--- config.mk ---
export PLATFORM = sky130hd
export DESIGN_NAME = cond_unit_flat
export DESIGN_NICKNAME = d
export VERILOG_FILES = /design/src/rtl/cond_unit_if.sv /design/src/rtl/cond_unit.sv /design/src/flat_wrapper.sv
export SDC_FILE = /design/constraint.sdc
export NUM_CORES = 1
export LEC_CHECK = 0
export ABC_CLOCK_PERIOD_IN_PS = 3200
export CAP_MARGIN = 20
export CORE_MARGIN = 4
export CORE_UTILIZATION = 49
export DETAILED_ROUTE_END_ITERATION = 8
export GPL_TIMING_DRIVEN = 0
export PLACE_DENSITY = 0.82
export RECOVER_POWER = 25
export SYNTH_ARGS = -nofsm -noshare
export SYNTH_HDL_FRONTEND = slang
export SYNTH_SLANG_ARGS = --single-unit
--- constraint.sdc ---
create_clock -name clk -period 3.2 [get_ports clk]
set_input_delay 0.64 -clock clk [delete_from_list [all_inputs] [get_ports clk]]
set_output_delay 0.64 -clock clk [all_outputs]
set_load 0.05 [all_outputs]
--- src/rtl/cond_unit_if.sv ---
// Instruction-side bundle between decoder/ALU and the condition unit: condition, flags,
// write strobes in; gated strobes and architectural flag/counter state out.
interface cond_unit_if #(
   parameter int CNT_W = 16
);
   logic             en;
   logic             instr_valid;
   logic [3:0]       cond;
   logic [3:0]       alu_flags;
   logic [1:0]       flag_write;
   logic             pcs_in;
   logic             reg_write_in;
   logic             mem_write_in;
   logic             no_write_in;
   logic             save_flags;
   logic             restore_flags;
   logic             clr_count;

   logic             cond_ex;
   logic             pcs_out;
   logic             reg_write_out;
   logic             mem_write_out;
   logic [3:0]       flags_q;
   logic [3:0]       saved_flags_q;
   logic [CNT_W-1:0] annul_count;

   modport master (
      output en, instr_valid, cond, alu_flags, flag_write,
             pcs_in, reg_write_in, mem_write_in, no_write_in,
             save_flags, restore_flags, clr_count,
      input  cond_ex, pcs_out, reg_write_out, mem_write_out,
             flags_q, saved_flags_q, annul_count
   );

   modport slave (
      input  en, instr_valid, cond, alu_flags, flag_write,
             pcs_in, reg_write_in, mem_write_in, no_write_in,
             save_flags, restore_flags, clr_count,
      output cond_ex, pcs_out, reg_write_out, mem_write_out,
             flags_q, saved_flags_q, annul_count
   );
endinterface

--- src/rtl/cond_unit.sv ---
// Conditional-execution unit: NZCV flag register with shadow copy, condition evaluation,
// write-enable gating and a saturating count of annulled instructions.
module cond_unit #(
   parameter logic [3:0] RESET_FLAGS = 4'b0000,
   parameter int         CNT_W       = 16
) (
   input  logic       clk,
   input  logic       rst_n,
   cond_unit_if.slave bus
);

   logic [3:0]       flags_q, flags_d;
   logic [3:0]       saved_q, saved_d;
   logic [CNT_W-1:0] cnt_q, cnt_d;
   logic [3:0]       flags_upd;
   logic             pass;
   logic             cond_ex;
   logic             flag_n, flag_z, flag_c, flag_v;

   assign flag_n = flags_q[3];
   assign flag_z = flags_q[2];
   assign flag_c = flags_q[1];
   assign flag_v = flags_q[0];

   // Evaluated against the registered flags only; same-cycle ALU flags never feed back.
   always_comb begin
      pass = 1'b0;
      unique case (bus.cond)
         4'b0000: pass = flag_z;
         4'b0001: pass = ~flag_z;
         4'b0010: pass = flag_c;
         4'b0011: pass = ~flag_c;
         4'b0100: pass = flag_n;
         4'b0101: pass = ~flag_n;
         4'b0110: pass = flag_v;
         4'b0111: pass = ~flag_v;
         4'b1000: pass = flag_c & ~flag_z;
         4'b1001: pass = ~flag_c | flag_z;
         4'b1010: pass = (flag_n == flag_v);
         4'b1011: pass = (flag_n != flag_v);
         4'b1100: pass = ~flag_z & (flag_n == flag_v);
         4'b1101: pass = flag_z | (flag_n != flag_v);
         default: pass = 1'b1;
      endcase
   end

   assign cond_ex           = pass & bus.instr_valid;
   assign bus.cond_ex       = cond_ex;
   assign bus.pcs_out       = bus.pcs_in & cond_ex;
   assign bus.reg_write_out = bus.reg_write_in & cond_ex & ~bus.no_write_in;
   assign bus.mem_write_out = bus.mem_write_in & cond_ex;

   // flag_write[1] owns N,Z and flag_write[0] owns C,V; unselected pairs hold.
   genvar gi;
   generate
      for (gi = 0; gi < 2; gi++) begin : g_field
         assign flags_upd[2*gi+1 -: 2] = (cond_ex && bus.flag_write[gi])
                                         ? bus.alu_flags[2*gi+1 -: 2]
                                         : flags_q[2*gi+1 -: 2];
      end
   endgenerate

   always_comb begin
      flags_d = bus.restore_flags ? saved_q : flags_upd;
      saved_d = (bus.save_flags && !bus.restore_flags) ? flags_q : saved_q;
      cnt_d   = cnt_q;
      if (bus.clr_count) begin
         cnt_d = '0;
      end else if (bus.instr_valid && !pass && (cnt_q != {CNT_W{1'b1}})) begin
         cnt_d = cnt_q + {{(CNT_W-1){1'b0}}, 1'b1};
      end
   end

   always_ff @(posedge clk or negedge rst_n) begin
      if (!rst_n) begin
         flags_q <= RESET_FLAGS;
         saved_q <= RESET_FLAGS;
         cnt_q   <= '0;
      end else if (bus.en) begin
         flags_q <= flags_d;
         saved_q <= saved_d;
         cnt_q   <= cnt_d;
      end
   end

   assign bus.flags_q       = flags_q;
   assign bus.saved_flags_q = saved_q;
   assign bus.annul_count   = cnt_q;

endmodule

--- src/flat_wrapper.sv ---
// flat-port wrapper written by rule: the top's interface ports become plain ports
module cond_unit_flat 
#(
   parameter logic [3:0] RESET_FLAGS = 4'b0000,
   parameter int         CNT_W       = 16
)
  (clk, rst_n, bus_en, bus_instr_valid, bus_cond, bus_alu_flags, bus_flag_write, bus_pcs_in, bus_reg_write_in, bus_mem_write_in, bus_no_write_in, bus_save_flags, bus_restore_flags, bus_clr_count, bus_cond_ex, bus_pcs_out, bus_reg_write_out, bus_mem_write_out, bus_flags_q, bus_saved_flags_q, bus_annul_count);
  cond_unit_if #(.CNT_W(CNT_W)) bus_i ();
  input  logic clk;
  input  logic rst_n;
  input wire logic [$bits(bus_i.en)-1:0] bus_en;
  input wire logic [$bits(bus_i.instr_valid)-1:0] bus_instr_valid;
  input wire logic [$bits(bus_i.cond)-1:0] bus_cond;
  input wire logic [$bits(bus_i.alu_flags)-1:0] bus_alu_flags;
  input wire logic [$bits(bus_i.flag_write)-1:0] bus_flag_write;
  input wire logic [$bits(bus_i.pcs_in)-1:0] bus_pcs_in;
  input wire logic [$bits(bus_i.reg_write_in)-1:0] bus_reg_write_in;
  input wire logic [$bits(bus_i.mem_write_in)-1:0] bus_mem_write_in;
  input wire logic [$bits(bus_i.no_write_in)-1:0] bus_no_write_in;
  input wire logic [$bits(bus_i.save_flags)-1:0] bus_save_flags;
  input wire logic [$bits(bus_i.restore_flags)-1:0] bus_restore_flags;
  input wire logic [$bits(bus_i.clr_count)-1:0] bus_clr_count;
  output wire logic [$bits(bus_i.cond_ex)-1:0] bus_cond_ex;
  output wire logic [$bits(bus_i.pcs_out)-1:0] bus_pcs_out;
  output wire logic [$bits(bus_i.reg_write_out)-1:0] bus_reg_write_out;
  output wire logic [$bits(bus_i.mem_write_out)-1:0] bus_mem_write_out;
  output wire logic [$bits(bus_i.flags_q)-1:0] bus_flags_q;
  output wire logic [$bits(bus_i.saved_flags_q)-1:0] bus_saved_flags_q;
  output wire logic [$bits(bus_i.annul_count)-1:0] bus_annul_count;
  assign bus_i.en = bus_en;
  assign bus_i.instr_valid = bus_instr_valid;
  assign bus_i.cond = bus_cond;
  assign bus_i.alu_flags = bus_alu_flags;
  assign bus_i.flag_write = bus_flag_write;
  assign bus_i.pcs_in = bus_pcs_in;
  assign bus_i.reg_write_in = bus_reg_write_in;
  assign bus_i.mem_write_in = bus_mem_write_in;
  assign bus_i.no_write_in = bus_no_write_in;
  assign bus_i.save_flags = bus_save_flags;
  assign bus_i.restore_flags = bus_restore_flags;
  assign bus_i.clr_count = bus_clr_count;
  assign bus_cond_ex = bus_i.cond_ex;
  assign bus_pcs_out = bus_i.pcs_out;
  assign bus_reg_write_out = bus_i.reg_write_out;
  assign bus_mem_write_out = bus_i.mem_write_out;
  assign bus_flags_q = bus_i.flags_q;
  assign bus_saved_flags_q = bus_i.saved_flags_q;
  assign bus_annul_count = bus_i.annul_count;
  cond_unit #(.RESET_FLAGS(RESET_FLAGS), .CNT_W(CNT_W)) u_core (.clk(clk), .rst_n(rst_n), .bus(bus_i));
endmodule
== After elaboration in Yosys (flattened, before gate mapping) ==
Cells that the tools add are included.
Widths: inputs -> output; s select.

* Register bits: 24
* Input port bits: 21
* Word-level logic and storage cells: 56

* Add/subtract/negate cells: 1
* Equality and inequality tests: 16
* Mux-type cells: 6
* Bitwise gates (word level): 14
* Reduce and logical (&&, ||, !) cells: 15

{| class="wikitable"
|+ Operators by type and width
! kind !! number
|-
| $mux 16 || 2
|-
| $eq 4x4->1 const B || 6
|-
| $add 16x1->16 const B || 1
|-
| $eq 4x3->1 const B || 4
|-
| $ne 16x16->1 const B || 1
|-
| $pmux 1 s14 || 1
|-
| $eq 4x2->1 const B || 2
|-
| $reduce_and 2->1 || 4
|-
| $and 1x1->1 || 7
|-
| $reduce_bool 2->1 || 3
|-
| $logic_and 1x1->1 || 5
|-
| $not 1->1 || 5
|-
| $eq 4x1->1 const B || 1
|-
| $logic_not 4->1 || 1
|-
| $mux 2 || 2
|-
| $mux 4 || 1
|-
| $logic_not 1->1 || 2
|-
| $or 1x1->1 || 2
|-
| $eq 1x1->1 || 1
|-
| $ne 1x1->1 || 1
|}

== Logic depth before layout (Yosys ltp) ==
* Depth in word-level cells: 8
* Gate-level depth with buffers: 8
* Gate-level depth less buffers: 7

== Least setup slack after synthesis ==
Ideal clock, no wire load.

* Path type: input to output
* Start point: input bus_cond[0]
* End point: output bus_reg_write_out
* Arrival: 2.782 ns
* Data required time: 2.560 ns
* Setup slack: -0.222 ns
* Cell stages on the path: 6
* Cells stage by stage: buf_2 or4b_1 nand4_1 nand2_1 a31oi_2 and3b_1

* Longest elaborated chain between the ends: 5

{| class="wikitable"
|+ Ends and longest elaborated chain
! item !! RTL line !! RTL
|-
| start, declared || flat_wrapper.sv:13 || <nowiki>input wire logic [$bits(bus_i.cond)-1:0] bus_cond;</nowiki>
|-
| $eq 4x4->1 (tied with other cells) || cond_unit.sv:28 || <nowiki>unique case (bus.cond)</nowiki>
|-
| $pmux 1 s14 (*) || cond_unit.sv:28 ||
|-
| $and 1x1->1 (*) || cond_unit.sv:47 || <nowiki>assign cond_ex = pass & bus.instr_valid;</nowiki>
|-
| net bus_cond_ex || flat_wrapper.sv:23 || <nowiki>output wire logic [$bits(bus_i.cond_ex)-1:0] bus_cond_ex;</nowiki>
|-
| $and 1x1->1 (*) (2 in a row) || cond_unit.sv:50 || <nowiki>assign bus.reg_write_out = bus.reg_write_in & cond_ex & ~bus.no_write_in;</nowiki>
|-
| end, declared || flat_wrapper.sv:25 || <nowiki>output wire logic [$bits(bus_i.reg_write_out)-1:0] bus_reg_write_out;</nowiki>
|}

The timed path passes the listed nets; every way through them passes the cells marked *.

== Worst setup path after layout ==
* Start point: register u_core.flags_q[3] (netlist: u_core.bus.flags_q[3])
* End point: output bus_reg_write_out

* Longest elaborated chain between the ends: 6

{| class="wikitable"
|+ Ends and longest elaborated chain
! item !! RTL line !! RTL
|-
| start, declared || cond_unit.sv:12 || <nowiki>logic [3:0] flags_q, flags_d;</nowiki>
|-
| start signal, assigned || cond_unit.sv:80 || <nowiki>flags_q <= flags_d;</nowiki>
|-
| $ne 1x1->1 or $eq 1x1->1 (tied branches) || - ||
|-
| $or 1x1->1 or $and 1x1->1 (tied branches) || cond_unit.sv:42, cond_unit.sv:41 ||
|-
| $pmux 1 s14 (*) || cond_unit.sv:28 ||
|-
| $and 1x1->1 (*) || cond_unit.sv:47 ||
|-
| $and 1x1->1 (*) (2 in a row) || cond_unit.sv:50 ||
|}

Mark *: on every way between the ends. The rest lies on a longest branch, timed or not.

==> flow_summary.yaml <==
outcome:
  status: "finished clean"
layout:
  diodes: 0
  area_delta_synth_final_pct: 37.7
  fin_nets: 275
  register_area_sq_um: 601
  fill_cells: 281
  drive_gt1_frac: 0.143
  multi_input_area_sq_um: 1060
  stdcell_area_sq_um: 2380
clock_network:
  cts_tree: "done"
  clkSinkCount: 24
  clockBufferDepth: 2
  htree_num_levels: 1
  clk_pin_slew_ns: 0.12
  clk_latency_ns: 0.31
  root_buffer: "clkbuf_4"
  cts_buffers: 3
yosys:
  avgSynthCellArea_sq_um: 9.00
  async_reset_ff_frac: 1.00
  synthesis.nets: 214
  yosys-top-cells-count: "24 x dfrtp_1, 17 x nor2_1, 14 x nand2_1"
  yosysTopAreaCellShare: 0.348
  synth.area.top_cells: "dfrtp_1 35%, nand4_1 4.0%, nand3_1 3.8%, nor2_1 3.7%, nand2_1 3.0%"
  synth_warnings: 0
  synth.distinct_cells: 59
  synth-edff-count: 0
  synth_area_sq_um: 1730
  synth.largest_area_cell: "dfrtp_1"
  ys_ff_latch: 24
  netlist_instances: 192
  seq_area_frac_synth: 0.348
  synthFlopType: "dfrtp_1"
  yosys.cell_count.top_type: "dfrtp_1"
timing:
  hold_viol: 0
  max_slew.worst_pin.slew_ns: 0.779
  max-slew-margin-rel: 0.481
  timing.final.crit_share: 0.894
  maxSlewViolCount: 0
  skew_ns: 0.00817
  whs_ns: 0.549
  finalCriticalPeriod_ns: 2.86
  setup_viol: 0
  rsz0062_at_grt: "false"
  max_freq_mhz: 350
setup_path:
  criticalPathCategory: "reg2out"
  cp_num_buf_inv: 2
  required_ns: 2.56
  cp_max_fo: 7
  critPathLaunchType: "flop"
  rr_startpoint: "u_core.bus.flags_q[3]"
  reg2reg_slack_ns: 0.86
  arrival_ns: 2.22
  cp-end-kind: "output pin"
  crit_family: "simple AND/OR/NAND/NOR gates"
  path_cells: "clkbuf_2 -> or4b_1 -> nand4_1 -> nand2_2 -> a31oi_4 -> and3b_1 -> buf_6"
  cp_slowest_cell: "or4b_1"
  timing.rr.end: "u_core.bus.annul_count[5]"
  worst_path_largest_cell_delay_ns: 0.48
  r2r_cells: 8
global_route:
  grt_overflow_total: 0
  grt_pass1_vias: 1666
  grt_usage: 0.226
  grt_pass1_wl_microns: 7910
  antenna_found_initial: 0
  grt_start_max_net_pins: 25
die:
  ios: 49
  num_rows: 21
  die_x_microns: 67.4
  die_y_microns: 67.4
  start_util: 0.514
  die_area_sq_um: 4540
  core_area_sq_um: 3360
flow_run:
  maxCapViolCount: 0
pwr:
  sequentialPowerShare: 0.338
  switching_power_mw: 0.615
  power.internal_mw: 0.723
  peakVddDrop_v: 0.000490
  p_leak_nw: 0.979
  swShare: 0.460
  p_comb_frac: 0.544
  power_density_nw_per_um2: 563
  clkPwrFrac: 0.118
hold_path:
  hp-class: "reg2reg"
  min-delay-start: "u_core.bus.saved_flags_q[0]"
  worstHoldEndpoint: "u_core.bus.saved_flags_q[0]"
  whs_path_depth: 1
drt:
  drt_first_pass_iters: 4
  drc_errors: 0
  drt_iter0_drc: 208
  drt_wl_total_microns: 4670
  vias: 1763
  drt-wirelength-per-cell_microns: 15.7
  antenna_left: 0
  avgViaCountPerCell: 5.92
place:
  port_buffers: 47
  gp_congestion: 0.940
  placed_area_sq_um: 2260
  dpl.hpwl_microns: 3460
power groups by stage:
| stage | clock network [mW] | logic (mW) | registers (mW) |
|---|---|---|---|
| after floorplan | 0 | 0.249 | 0.669 |
| after global placement | 0 | 0.691 | 0.454 |
| after detailed placement | 0 | 0.701 | 0.456 |
| after CTS | 0.165 | 0.715 | 0.450 |
| after global routing | 0.173 | 0.773 | 0.468 |
| final | 0.158 | 0.729 | 0.452 |
layer usage:
| layer | wire [microns] | up-vias | track usage |
|---|---|---|---|
| li1 | - | 867 | - |
| met1 | 2180 | 831 | 0.326 |
| met2 | 2200 | 61 | 0.366 |
| met3 | 243 | 4 | 0.0200 |
| met4 | 36 | 0 | 0.0557 |
| met5 | 0 | - | 0 |
registers in the layout (all words and copies together), names as in the netlist:
| signal | flops |
|---|---|
| u_core.bus.saved_flags_q | 4 |
| u_core.bus.flags_q | 4 |
| u_core.bus.annul_count | 16 |
worst max-delay path by stage:
stage	startpoint	endpoint	slack [ns]	cells after the start
2_1_floorplan	bus_cond[0]	bus_reg_write_out	0.02	6
3_3_place_gp	bus_cond[3]	bus_reg_write_out	-0.72	8
3_5_place_dp	bus_cond[3]	bus_reg_write_out	-0.75	8
4_1_cts	bus_cond[1]	bus_reg_write_out	0.007	7
5_1_grt	u_core.bus.flags_q[3]	bus_reg_write_out	0.23	7
6_report	u_core.bus.flags_q[3]	bus_reg_write_out	0.34	7
cells by family after synthesis:
logic type,after synthesis,share of synthesized area
flops,24,0.348
mux,9,0.0572
simple gates,91,0.299
fa+ha+maj,1,0.00724
buf+inv,18,0.0463
compound gates,46,0.227
xor+xnor,3,0.0152
worst reg2reg max path: stages, from the launching register on:
cell,delay [ns]
dfrtp_1,0.40
clkbuf_2,0.18
nand4b_1,0.12
nand4_1,0.14
buf_4,0.17
a211oi_1,0.43
nand3_4,0.20
or2_0,0.27
a311o_1,0.35
cells in the final DEF, fill, tap and decap left out, types with 5 or more instances in the layout:
master / synthesis / layout
inv_1: 8 / 8
clkbuf_1: 4 / 5
clkdlybuf4s50_1: 0 / 39
nand3_1: 13 / 13
buf_4: 0 / 9
nand2_1: 14 / 13
nor3_1: 6 / 6
o211ai_1: 6 / 6
nand4_1: 11 / 11
nor2_1: 17 / 17
dfrtp_1: 24 / 24
cell type report:
class / instances / share of cell area
Clock buffer: 4 / 0.0152
Inverter: 9 / 0.0142
Timing Repair Buffer: 56 / 0.226
Tap cell: 46 / 0.0242
Sequential cell: 24 / 0.252
Buffer: 9 / 0.0221
Multi-Input combinational cell: 150 / 0.446
metrics by stage:
stage          cells  worst slack, ns  TNS, ns   util  power, mW
4_1_cts          293          0.00707        0  0.692       1.33
3_3_place_gp     285           -0.716    -2.68  0.673       1.15
3_5_place_dp     285           -0.751    -2.79  0.673       1.16
6_report         298            0.340        0  0.708       1.34
2_1_floorplan    192           0.0165        0      -      0.918
5_1_grt          298            0.228        0  0.708       1.41
repair_timing:
| action | CTS | global route |
|---|---|---|
| hold buffers | 0 | 0 |
| resized for setup | 26 | 6 |
| setup buffers | 4 | 4 |
| pin swaps | 2 | 2 |
| endpoints found under the setup margin | 4 | 4 |
No activity file was read; power rests on OpenSTA's default activity.
